`src/rtl/dma_read_arbiter.sv`:
```
// dma_read_arbiter
//   Shares one DMA read channel between NUM_CLIENTS engines. The arbitration
//   is round-robin. A grant is combinational and lands in a registered output
//   stage. Each forwarded burst records {client, len} in an in-order tag FIFO.
//   Returning lines are steered to the owner of the head tag with no added
//   latency.
//
//   Handshake rule on every channel: a transfer happens on a rising clk edge
//   where valid and ready are both 1. The source keeps its payload stable
//   while valid is high and ready is low.
//
// Ports
//   clk, reset        clock, synchronous active-high reset
//   req_valid/ready   per-client request handshake (ready is one-hot grant)
//   req_addr/len      packed per-client address/length, client i at slice i
//   dma_rd_*          forwarded request to the DMA read adapter
//   dma_rdata_*       returned cache lines from the DMA adapter
//   rsp_valid/ready   per-client line handshake (valid one-hot on owner)
//   rsp_data/last     shared line data, last-line-of-burst flag
//   busy              request held in output stage or any burst outstanding
module dma_read_arbiter #(
  parameter int NUM_CLIENTS = 4,
  parameter int ADDR_WIDTH  = 64,
  parameter int LEN_WIDTH   = 32,
  parameter int DATA_WIDTH  = 512,
  parameter int TAG_DEPTH   = 16
) (
  input  logic                              clk,
  input  logic                              reset,
  input  logic [NUM_CLIENTS-1:0]            req_valid,
  output logic [NUM_CLIENTS-1:0]            req_ready,
  input  logic [NUM_CLIENTS*ADDR_WIDTH-1:0] req_addr,
  input  logic [NUM_CLIENTS*LEN_WIDTH-1:0]  req_len,
  output logic                              dma_rd_valid,
  input  logic                              dma_rd_ready,
  output logic [ADDR_WIDTH-1:0]             dma_rd_addr,
  output logic [LEN_WIDTH-1:0]              dma_rd_len,
  input  logic                              dma_rdata_valid,
  output logic                              dma_rdata_ready,
  input  logic [DATA_WIDTH-1:0]             dma_rdata,
  output logic [NUM_CLIENTS-1:0]            rsp_valid,
  input  logic [NUM_CLIENTS-1:0]            rsp_ready,
  output logic [DATA_WIDTH-1:0]             rsp_data,
  output logic                              rsp_last,
  output logic                              busy
);

  localparam int CW   = $clog2(NUM_CLIENTS);
  localparam int AW   = $clog2(TAG_DEPTH);
  localparam int CNTW = AW + 1;

  // Request output stage and arbitration pointer
  logic [CW-1:0]         r_rr_ptr;
  logic                  r_rd_valid;
  logic [ADDR_WIDTH-1:0] r_rd_addr;
  logic [LEN_WIDTH-1:0]  r_rd_len;

  // Tag FIFO storage and pointers
  logic [CW-1:0]         r_tag_id  [TAG_DEPTH];
  logic [LEN_WIDTH-1:0]  r_tag_len [TAG_DEPTH];
  logic [AW-1:0]         r_wr_ptr;
  logic [AW-1:0]         r_rd_ptr;
  logic [CNTW-1:0]       r_count;
  logic [LEN_WIDTH-1:0]  r_beat;

  logic [CW-1:0]         w_winner;
  logic                  w_found;
  logic [CW-1:0]         w_rr_next;
  logic                  w_out_free;
  logic                  w_fifo_full;
  logic                  w_fifo_ne;
  logic                  w_grant;
  logic [ADDR_WIDTH-1:0] w_grant_addr;
  logic [LEN_WIDTH-1:0]  w_grant_len;
  logic                  w_push;
  logic [CW-1:0]         w_head_id;
  logic [LEN_WIDTH-1:0]  w_head_len;
  logic                  w_head_last;
  logic                  w_accept;
  logic                  w_pop;

  // First asserted request at or after r_rr_ptr, scanning cyclically
  always_comb begin : p_arb
    int idx;
    idx      = 0;
    w_found  = 1'b0;
    w_winner = '0;
    for (int k = 0; k < NUM_CLIENTS; k++) begin
      idx = int'(r_rr_ptr) + k;
      if (idx >= NUM_CLIENTS) idx = idx - NUM_CLIENTS;
      if (!w_found && req_valid[idx]) begin
        w_found  = 1'b1;
        w_winner = CW'(idx);
      end
    end
  end

  assign w_rr_next    = (w_winner == CW'(NUM_CLIENTS - 1)) ? '0 : w_winner + CW'(1);
  assign w_out_free   = !r_rd_valid || dma_rd_ready;
  assign w_fifo_full  = (r_count == CNTW'(TAG_DEPTH));
  assign w_fifo_ne    = (r_count != '0);
  assign w_grant      = !reset && w_out_free && !w_fifo_full && w_found;
  assign w_grant_addr = req_addr[w_winner*ADDR_WIDTH +: ADDR_WIDTH];
  assign w_grant_len  = req_len[w_winner*LEN_WIDTH +: LEN_WIDTH];
  // Zero-length requests are consumed but never forwarded or tagged
  assign w_push       = w_grant && (w_grant_len != '0);

  assign w_head_id    = r_tag_id[r_rd_ptr];
  assign w_head_len   = r_tag_len[r_rd_ptr];
  assign w_head_last  = (r_beat == w_head_len - LEN_WIDTH'(1));
  // Data with an empty FIFO is never acknowledged
  assign w_accept     = !reset && w_fifo_ne && dma_rdata_valid && rsp_ready[w_head_id];
  assign w_pop        = w_accept && w_head_last;

  always_comb begin
    req_ready = '0;
    if (w_grant) req_ready[w_winner] = 1'b1;
  end

  always_comb begin
    rsp_valid = '0;
    if (!reset && w_fifo_ne && dma_rdata_valid) rsp_valid[w_head_id] = 1'b1;
  end

  assign dma_rdata_ready = !reset && w_fifo_ne && rsp_ready[w_head_id];
  assign rsp_data        = dma_rdata;
  assign rsp_last        = !reset && w_fifo_ne && w_head_last;
  assign dma_rd_valid    = r_rd_valid;
  assign dma_rd_addr     = r_rd_addr;
  assign dma_rd_len      = r_rd_len;
  assign busy            = r_rd_valid || w_fifo_ne;

  // Request output stage and round-robin pointer
  always_ff @(posedge clk) begin
    if (reset) begin
      r_rr_ptr   <= '0;
      r_rd_valid <= 1'b0;
      r_rd_addr  <= '0;
      r_rd_len   <= '0;
    end else begin
      if (w_grant) r_rr_ptr <= w_rr_next;
      if (w_push) begin
        r_rd_valid <= 1'b1;
        r_rd_addr  <= w_grant_addr;
        r_rd_len   <= w_grant_len;
      end else if (dma_rd_ready) begin
        r_rd_valid <= 1'b0;
      end
    end
  end

  // Tag storage needs no reset; occupancy gates every read of it
  always_ff @(posedge clk) begin
    if (w_push) begin
      r_tag_id[r_wr_ptr]  <= w_winner;
      r_tag_len[r_wr_ptr] <= w_grant_len;
    end
  end

  // FIFO pointers, occupancy and beat counter
  always_ff @(posedge clk) begin
    if (reset) begin
      r_wr_ptr <= '0;
      r_rd_ptr <= '0;
      r_count  <= '0;
      r_beat   <= '0;
    end else begin
      if (w_push) r_wr_ptr <= r_wr_ptr + AW'(1);
      if (w_pop)  r_rd_ptr <= r_rd_ptr + AW'(1);
      case ({w_push, w_pop})
        2'b10:   r_count <= r_count + CNTW'(1);
        2'b01:   r_count <= r_count - CNTW'(1);
        default: r_count <= r_count;
      endcase
      if (w_accept) r_beat <= w_head_last ? '0 : r_beat + LEN_WIDTH'(1);
    end
  end

endmodule

```
`config.mk`:
```
export PLATFORM = sky130hd
export DESIGN_NAME = dma_read_arbiter
export DESIGN_NICKNAME = d
export VERILOG_FILES = /design/src/rtl/dma_read_arbiter.sv
export SDC_FILE = /design/constraint.sdc
export NUM_CORES = 1
export LEC_CHECK = 0
export BUFFER_PORTS_ARGS = -buffer_cell sky130_fd_sc_hd__buf_4
export CORE_AREA = 2 2 597 599
export DETAILED_ROUTE_END_ITERATION = 12
export DIE_AREA = 0 0 599 601
export PLACE_DENSITY = 0.33
export SYNTH_ARGS = -nofsm -noshare
export SYNTH_HDL_FRONTEND = slang
export SYNTH_SLANG_ARGS = --single-unit
export TNS_END_PERCENT = 5
```
`constraint.sdc`:
```
create_clock -name clk -period 11.1 [get_ports clk]
set_input_delay 2.22 -clock clk [delete_from_list [all_inputs] [get_ports clk]]
set_output_delay 2.22 -clock clk [all_outputs]
set_load 0.1 [all_outputs]
```
---- After elaboration in Yosys (flattened, before gate mapping) ----
Memory sizes are Yosys's and may differ from the RTL's. A register that Yosys moved wholly into a read port is not among the register bits.
Cells that the tools add are included.
word-level totals
  bits in registers ....................... 144
  memory bits (writable) .................. 544
  input port bits ......................... 908
  output and inout port bits .............. 620
  word-level logic and storage cells ...... 113
  memories ................................ 2
cells by class
  add/subtract/negate cells ............... 14
  order comparisons ....................... 12
  eq/ne operators ......................... 5
  shifts and indexed selects .............. 2
  muxes and demuxes ....................... 43
  reductions and logical operators ........ 27
memories
  memory     depth  bits a word  read ports  clocked after memory_dff  write ports  line  text
  r_tag_len  16     32           1           1                         1            60    logic [LEN_WIDTH-1:0] r_tag_len [TAG_DEPTH];
  r_tag_id   16     2            1           1                         1            59    logic [CW-1:0] r_tag_id [TAG_DEPTH];
operators by type and width
  cell                                                                            count
  256-bit by 9-bit variable part select with 64-bit output                        1
  32-bit 2-to-1 mux                                                               5
  32-bit by 4-bit less-than comparator with 1-bit output (second input constant)  4
  128-bit by 8-bit variable part select with 32-bit output                        1
  32-bit by 1-bit adder with 32-bit output (second input constant)                1
  32-bit == test                                                                  1
  32-bit nonzero test                                                             1
  32-bit by 1-bit subtractor with 32-bit output (second input constant)           1
  4-bit 2-to-1 mux                                                                6
  1-bit 2-to-1 mux                                                                19
  1-bit logical AND                                                               15
  3-bit by 3-bit subtractor with 4-bit output (second input constant)             3
  1-bit binary-select mux with 2-bit select                                       5
  2-bit 2-to-1 mux                                                                5
  5-bit case mux with 2 select lines                                              1
  3-bit greater-or-equal comparator (second input constant)                       3
  4-bit by 1-bit adder with 4-bit output (second input constant)                  2
  2-bit by 2-bit adder with 3-bit output (second input constant)                  2
  1-bit logical NOT                                                               6
  2-bit by 3-bit less-than comparator with 1-bit output (second input constant)   2
  5-bit by 1-bit adder with 5-bit output (second input constant)                  1
  5-bit == test (second input constant)                                           1
  5-bit nonzero test                                                              1
  5-bit by 1-bit subtractor with 5-bit output (second input constant)             1
  10 further kinds                                                                15

---- Depth between registers and ports, before layout ----
Gate-level depths: netlist of run 1.
  depth in word-level cells ............... 20
  gate-level depth with buffers ........... 28
  depth with buffers taken out ............ 23

---- Worst setup path before layout of run 1 ----
No wires, ideal clock.
  path kind ............................... in2reg
  from .................................... input req_valid[0]
  to ...................................... memory r_tag_id[1][0] (netlist name) (enable)
  data arrival time ....................... 8.044 ns
  data required time ...................... 10.633 ns
  path slack .............................. 2.589 ns
  stages .................................. 15
  cell sequence ........................... nor2b_1 o21ai_0 o221a_2 clkbuf_1 buf_2 buf_1 clkbuf_1 inv_2 a31oi_1 nor4_1 a41oi_1 clkbuf_1 buf_1 nand2_1 nor3_1
between the ends
  longest elaborated chain between the ends .. 18
RTL lines
  element                                                       line  text
  from (decl)                                                   30    input logic [NUM_CLIENTS-1:0] req_valid,
  1-bit binary-select mux with 2-bit select                     91    if (!w_found && req_valid[idx]) begin
  1-bit 2-to-1 mux (not written as such) (2 in a row)           91
  1-bit 2-to-1 mux                                              91
  1-bit logical NOT                                             91
  1-bit logical AND                                             91
  1-bit 2-to-1 mux                                              91
  1-bit logical NOT                                             91
  1-bit logical AND                                             91
  [... 2 more ...]                                              -
  1-bit logical AND                                             91
  2-bit 2-to-1 mux (*)                                          91
  128-bit by 8-bit variable part select with 32-bit output (*)  104   assign w_grant_len = req_len[w_winner*LEN_WIDTH +: LEN_WIDTH];
  via w_grant_len[31]                                           74    logic [LEN_WIDTH-1:0] w_grant_len;
  32-bit nonzero test (*)                                       106   assign w_push = w_grant && (w_grant_len != '0);
  1-bit logical AND (*)                                         106
  1-bit 2-to-1 mux (*)                                          154   if (w_push) begin
  1-bit 2-to-1 mux (not written as such) (*)                    155   r_tag_id[r_wr_ptr] <= w_winner;
  to (decl)                                                     59
Mark *: on every way through the listed nets, which the timed path passes. The rest lies on a longest branch. The select of a mux whose other input is x is not followed.

==> out/results.ini, run 1 <==
[route]
drtIter0Drc=2069
route.detailed.drc=0
vias_per_cell=3.14
wire_per_inst_um=37.7
drtAntennaViolNets=0
drt-total-wl_um=288000
firstDrtPassIters=5
vias=23930

[yosys]
async_reset_ff_share_pct=0
avgSynthCellArea_um2=12.5
synthTopCellsByCount=edfxtp_1, buf_4, nand2_1, mux2i_1, nor2_1
synth_fp_nets=3696
yosys_warnings=0
synth.top_cell.area_share_pct=47.1
yosys-top-cells-area=edfxtp_1, buf_4, dfxtp_1
synth_top_area_cell=edfxtp_1
ys_seq_area_share_pct=55.7
yosys.cell_count.top_type=edfxtp_1
synthCells=2772
synth_cell_types=76
ys_ff_latch=692
synth_area_mm2=0.0346
synth_edf_count=544
synth_ff_type=edfxtp_1

[global_route]
gr-total-overflow=0
grt_max_degree=80
antenna_found_initial=40
grt_util_all_layers_pct=15.6
grt_pass1_wl_um=345000
grt_pass1_vias=23886

[floorplan]
die_w_um=599
start_util_pct=9.79
die_h_um=601
die_area_mm2=0.360
io_pins=1528
core_region_area_mm2=0.354
fp-row-count=219

[finish]
regArea_mm2=0.0193
num-nets-final=3720
n_fill_cell=40212
drive_gt1_share_pct=31.7
syn2layout_area_growth_pct=26.2
multi_input_area_mm2=0.0111

[sta]
rsz0062_at_grt=no
slew_violations=0
timing.slew.headroom_pct=28.9
period_minus_slack_ns=8.93
tightest_slew_ns=1.05
hold_viol=0
fin_skew_ns=0.0740
setup_tns_ns=0
holdWs_ns=0.495
fmax_ghz=0.112
fin_crit_sh_pct=80.5
finalSetupViolCount=0

[clock_network]
ctsHoldBuffers=0
cts_setup_buffers=0
clock_latency_ns=0.73
tritoncts=done
clockRootBuffer=clkbuf_16
h-tree-depth=3
cts.clk_slew.worst_paths_ns=0.06
cts_buffers=85
clock_path_buffers=3
ctsResizeCount=0
clkSinkCount=692

[status]
status=finished, final reports clean

[setup_path]
cp-start-kind=flop
cp_max_fo=43
critical_path_required_ns=8.88
slowest_delay_ns=0.87
critPathKind=reg -> out
worstPathCellList=buf_4, mux4_2, a22oi_1, nand2_1, inv_1, ha_1, nor2b_1, o211a_1, o21bai_1, nor4_1, nand4_1, mux2i_1, or4_1, nor3b_1, nand2_1, nor2_1, buf_4
crit_slowest_cell=dfxtp_4
cp-end-kind=output pin
crit_arrival_ns=6.71

[place]
io_buffer_count=503
hpwlAfterDp_um=230000
gp_congestion=0.934

[power]
power_leakage_nw=14.5
ir_worst_vdd_uv=113
p_per_area_mw_per_mm2=168

[min_path]
hp-class=reg -> reg

[flow_run]
drv_cap=0

==> worst max-delay path: cells and delay by family, from the launching register on <==
family	cells	cell delay [ns]
and+or+nand+nor	8	2.67
adders and majority gates	1	0.19
DFF	1	0.87
buffers and inverters	3	1.02
AOI/OAI and AO/OA	3	0.65
muxes	2	0.52
==> flip-flops by register name, indices dropped and copies added (netlist names), named ones only <==
| signal | cells |
|---|---|
| r_tag_len | 512 |
| dma_rd_addr | 64 |
| dma_rd_len | 32 |
| r_beat | 32 |
| r_tag_id | 32 |
| r_count | 5 |
| r_rd_ptr | 4 |
| r_wr_ptr | 4 |
| r_rr_ptr | 2 |
| dma_rd_valid | 1 |
==> stage by stage <==
stage	total power [mW]	area [um2]	setup slack [ns]	util, %	instances
floorplan	4.75	34600	2.59	-	2772
global placement	4.59	40800	2.01	11.5	7458
detailed placement	4.59	40900	2.74	11.5	7460
CTS	7.50	43700	1.97	12.3	7619
global route	7.65	43700	1.76	12.3	7621
finish	7.35	43700	2.17	12.4	7630
==> kinds of logic (layout without fill, tap and decap cells) <==
logic type	after synthesis	after routing	share of synthesized area, %
flip-flops	692	692	55.7
other	0	11	0
AND/OR/NAND/NOR	760	760	9.85
XOR/XNOR	73	73	1.85
multiplexers	339	339	14.5
buffers and inverters	679	775	13.2
AO/OA/AOI/OAI	213	213	4.30
adder cells (fa/ha/maj)	16	16	0.599
==> power by group <==
| group | leakage [nW] | internal (mW) | switching (mW) |
|---|---|---|---|
| logic | 7.00 | 0.403 | 1.07 |
| registers | 6.13 | 2.98 | 0.0463 |
| clock network | 1.35 | 1.58 | 1.27 |
| total | 14.5 | 4.96 | 2.39 |
==> metal layers <==
layer	track usage, %	share of wire (%)
met1	14.2	32
met2	21.9	41
met3	14.6	20
met4	7.98	6.1
met5	9.32	1.6
==> placed cells by master, fill, tap and decap left out, types with 15 or more instances in the layout <==
master     Yosys  routed
inv_1         27      27
mux4_2       130     130
buf_4        517     583
mux2i_2        0      16
ha_1          15      15
a31oi_1       72      64
nor2b_1       17      15
mux2i_1      207     190
nor2_1       201     189
clkinv_1       1      21
xnor2_1       43      43
nand2_1      340     340
nor3_1        21      17
nand3_1       26      26
xor2_1        30      30
a21oi_1       21      21
clkbuf_16      0      85
edfxtp_1     544     544
and3_1        76      76
dfxtp_1      148     144
a22oi_1       42      42
==> path summary, 6_finish.rpt <==
kind              cells past startpoint  slack [ns]              to            from
setup / recovery                     17        2.17        rsp_last            flop
hold / removal                        2        0.49  dma_rd_len[16]  dma_rd_len[16]
setup reg to reg                     24        3.60      r_count[4]            flop
hold reg to reg                       2        0.49  dma_rd_len[16]  dma_rd_len[16]
==> layout make-up <==
type	count	area share (%)
sequential	692	44.2
multi-input combinational	1401	25.3
tap	4751	13.6
timing repair buffer	587	10.1
clock buffer	99	5.07
clock inverter	60	1.41
inverter	29	0.266
antenna	11	0.0629
Power figures use the tool's default switching activity.
==> run 2: changes to the inputs <==
- clock period: 11.1 -> 7.4 ns (I/O delays scaled with it)
==> out/results.ini, run 2 (synthesis gave the netlist of run 1 again) <==
[route]
drt-met1-wl_um=93200  ; +1.4%
wl_met2_um=122000  ; +4.8%
wl_met3_um=56500  ; -0.79%
route.detailed.drc=0  ; unchanged
drtIter0Drc=2147  ; +3.8%
drt-total-wl_um=299000  ; +3.9%
wire_per_inst_um=38.9  ; +3.2%
top_layer=met5
vias=24278  ; +1.5%
vias_per_cell=3.16  ; +0.72%
drtAntennaViolNets=0  ; unchanged
firstDrtPassIters=5  ; unchanged

[clock_network]
tritoncts=done
h-tree-depth=3  ; unchanged
clkSinkCount=692  ; unchanged
ctsHoldBuffers=0  ; unchanged
cts.clk_slew.worst_paths_ns=0.06  ; about the same
cts_buffers=86  ; +1.2%
clock_path_buffers=3  ; unchanged
clock_latency_ns=0.75  ; +0.02 ns
clockRootBuffer=clkbuf_16

[finish]
final_common_cell=buf_4
final_cells=7686  ; +0.73%
num-nets-final=3780  ; +1.6%
regArea_mm2=0.0193  ; unchanged
largest_reg_flops=512  ; unchanged
stdcell_area_mm2=0.0447  ; +2.3%
top_register=r_tag_len
n_fill_cell=40200  ; -0.030%
syn2layout_area_growth_pct=29.1
layout_common_cells=buf_4, edfxtp_1, nand2_1, mux2i_1, nor2_1
multi_input_area_mm2=0.0111  ; +0.51%
drive_gt1_share_pct=33.7  ; +2.0 points

[min_path]
whs_path_depth=2  ; unchanged
hp-class=reg -> reg

[power]
power_leakage_nw=14.9  ; +3.2%
p_int_mw=7.57  ; +53%
p_seq_share_pct=40.3  ; -0.8 points
power_mw=11.2  ; +53%
p_switching_mw=3.66  ; +53%
switching_share_pct=32.6  ; +0.045 points
p_per_area_mw_per_mm2=251  ; +49%
ir_worst_vdd_uv=177  ; +57%
clkPwrFrac_pct=39.5  ; +0.7 points
comb_power_share_pct=20.1  ; about the same

[sta]
rsz0062_at_grt=no
fin_crit_sh_pct=96.4
hold_viol=0  ; unchanged
finalSetupViolCount=0  ; unchanged
fin_skew_ns=0.0738  ; -0.000258 ns
slew_violations=0  ; unchanged
timing.slew.headroom_pct=17.3  ; -12 points
tightest_slew_ns=1.22  ; +0.169 ns
finalWorstSetupSlack_ns=0.270  ; -1.90 ns
fmax_ghz=0.140
holdWs_ns=0.499  ; +0.00387 ns
period_minus_slack_ns=7.13

[global_route]
grt_util_all_layers_pct=16.2  ; +0.61 points
gr-total-overflow=0  ; unchanged
grt_pass1_vias=24297  ; +1.7%
grt_pass1_wl_um=356000  ; +3.3%
antenna_found_initial=36  ; -10%
grt_max_degree=110  ; +38%

[setup_path]
crit_slowest_cell=or4_4
endpoint=rsp_last
critical_path_required_ns=5.92  ; -2.96 ns
reg2regPathDepth=19  ; -21%
critPathKind=reg -> out
rrSetupSlack_ns=1.06  ; -2.54 ns
r2r_end=r_count[4]
slowest_delay_ns=0.62  ; -0.25 ns
cp-start-kind=flop
cp-end-kind=output pin
worstPathCellList=buf_8, mux4_2, mux4_2, or3_1, or4_4, or3_1, mux2i_1, or4_1, nor3b_2, nand2_1, nor2_2, buf_4, buf_12
cp_max_fo=10  ; -77%
crit_arrival_ns=5.65  ; -1.06 ns

[floorplan]
start_util_pct=9.79  ; unchanged
die_h_um=601  ; unchanged
die_w_um=599  ; unchanged
io_pins=1528  ; unchanged
core_region_area_mm2=0.354  ; unchanged
die_area_mm2=0.360  ; unchanged
fp-row-count=219  ; unchanged

[place]
io_buffer_count=503  ; unchanged
dp.cells=7511  ; +0.68%
place_area_mm2=0.0416  ; +1.9%
gp_congestion=1.00  ; +7.2%
hpwlAfterDp_um=240000  ; +4.5%
pre_cts_slack_ns=0.390  ; -2.35 ns

[status]
status=finished, final reports clean

[flow_run]
drv_cap=0  ; unchanged

run 2: cell types whose count changed in the layout (fill, tap and decap cells not counted), moves of 2 or more:
cell | before | now
buf_12 | 1 | 32
buf_4 | 583 | 610
clkbuf_8 | 4 | 8
clkinv_1 | 21 | 13
clkinvlp_4 | 8 | 4
diode_2 | 11 | 7
inv_6 | 1 | 8
nor3_1 | 17 | 15
nor3_4 | 0 | 2
nor4_1 | 13 | 11
nor4_2 | 3 | 5
run 2: routing by layer:
metal  up-vias  track usage [%]
met2      2127             23.0
met1     11946             14.4
met4        76             9.99
li1       9743                -
met3       386             14.5
met5         -             9.65
run 2: final cells by class:
type	count	share of cell area [%]
Tap cell	4751	13.3
Clock inverter	56	1.44
Sequential cell	692	43.2
Timing Repair Buffer	646	11.8
Inverter	29	0.260
Multi-Input combinational cell	1401	24.9
Clock buffer	104	5.14
Antenna cell	7	0.0391
run 2: repair_timing:
action / 4_1_cts / 5_1_grt
endpoints found under the setup margin: 1 / 1
resized for setup: 3 / 7
setup buffers: 2 / 6
run 2: power by group through the flow:
stage	combinational, mW	clock (mW)	sequential, mW
final	2.26	4.44	4.53
after floorplan	2.06	0	5.06
after detailed placement	2.33	0	4.62
after global routing	2.40	4.74	4.54
after CTS	2.33	4.63	4.54
after global placement	2.32	0	4.62
run 2: worst min path at each step:
stage,start,slack [ns],endpoint
after floorplan,r_rd_ptr[3],0.45,flop
after global placement,dma_rd_addr[60],0.48,dma_rd_addr[60]
after detailed placement,dma_rd_len[12],0.49,dma_rd_len[12]
after CTS,dma_rd_addr[9],0.50,dma_rd_addr[9]
after global routing,dma_rd_addr[24],0.52,dma_rd_addr[24]
final,dma_rd_addr[5],0.50,dma_rd_addr[5]
run 2: metrics by stage:
stage          util [%]  setup TNS, ns
2_1_floorplan         -         -24.13
3_3_place_gp       11.8              0
3_5_place_dp       11.8              0
4_1_cts            12.6              0
5_1_grt            12.6              0
6_report           12.6              0
run 2: critical path, delay by kind of cell, from the launching register on:
family / cells / cell delay, ns
flops: 1 / 0.47
buf+inv: 3 / 0.64
mux: 3 / 1.17
simple gates: 7 / 2.61
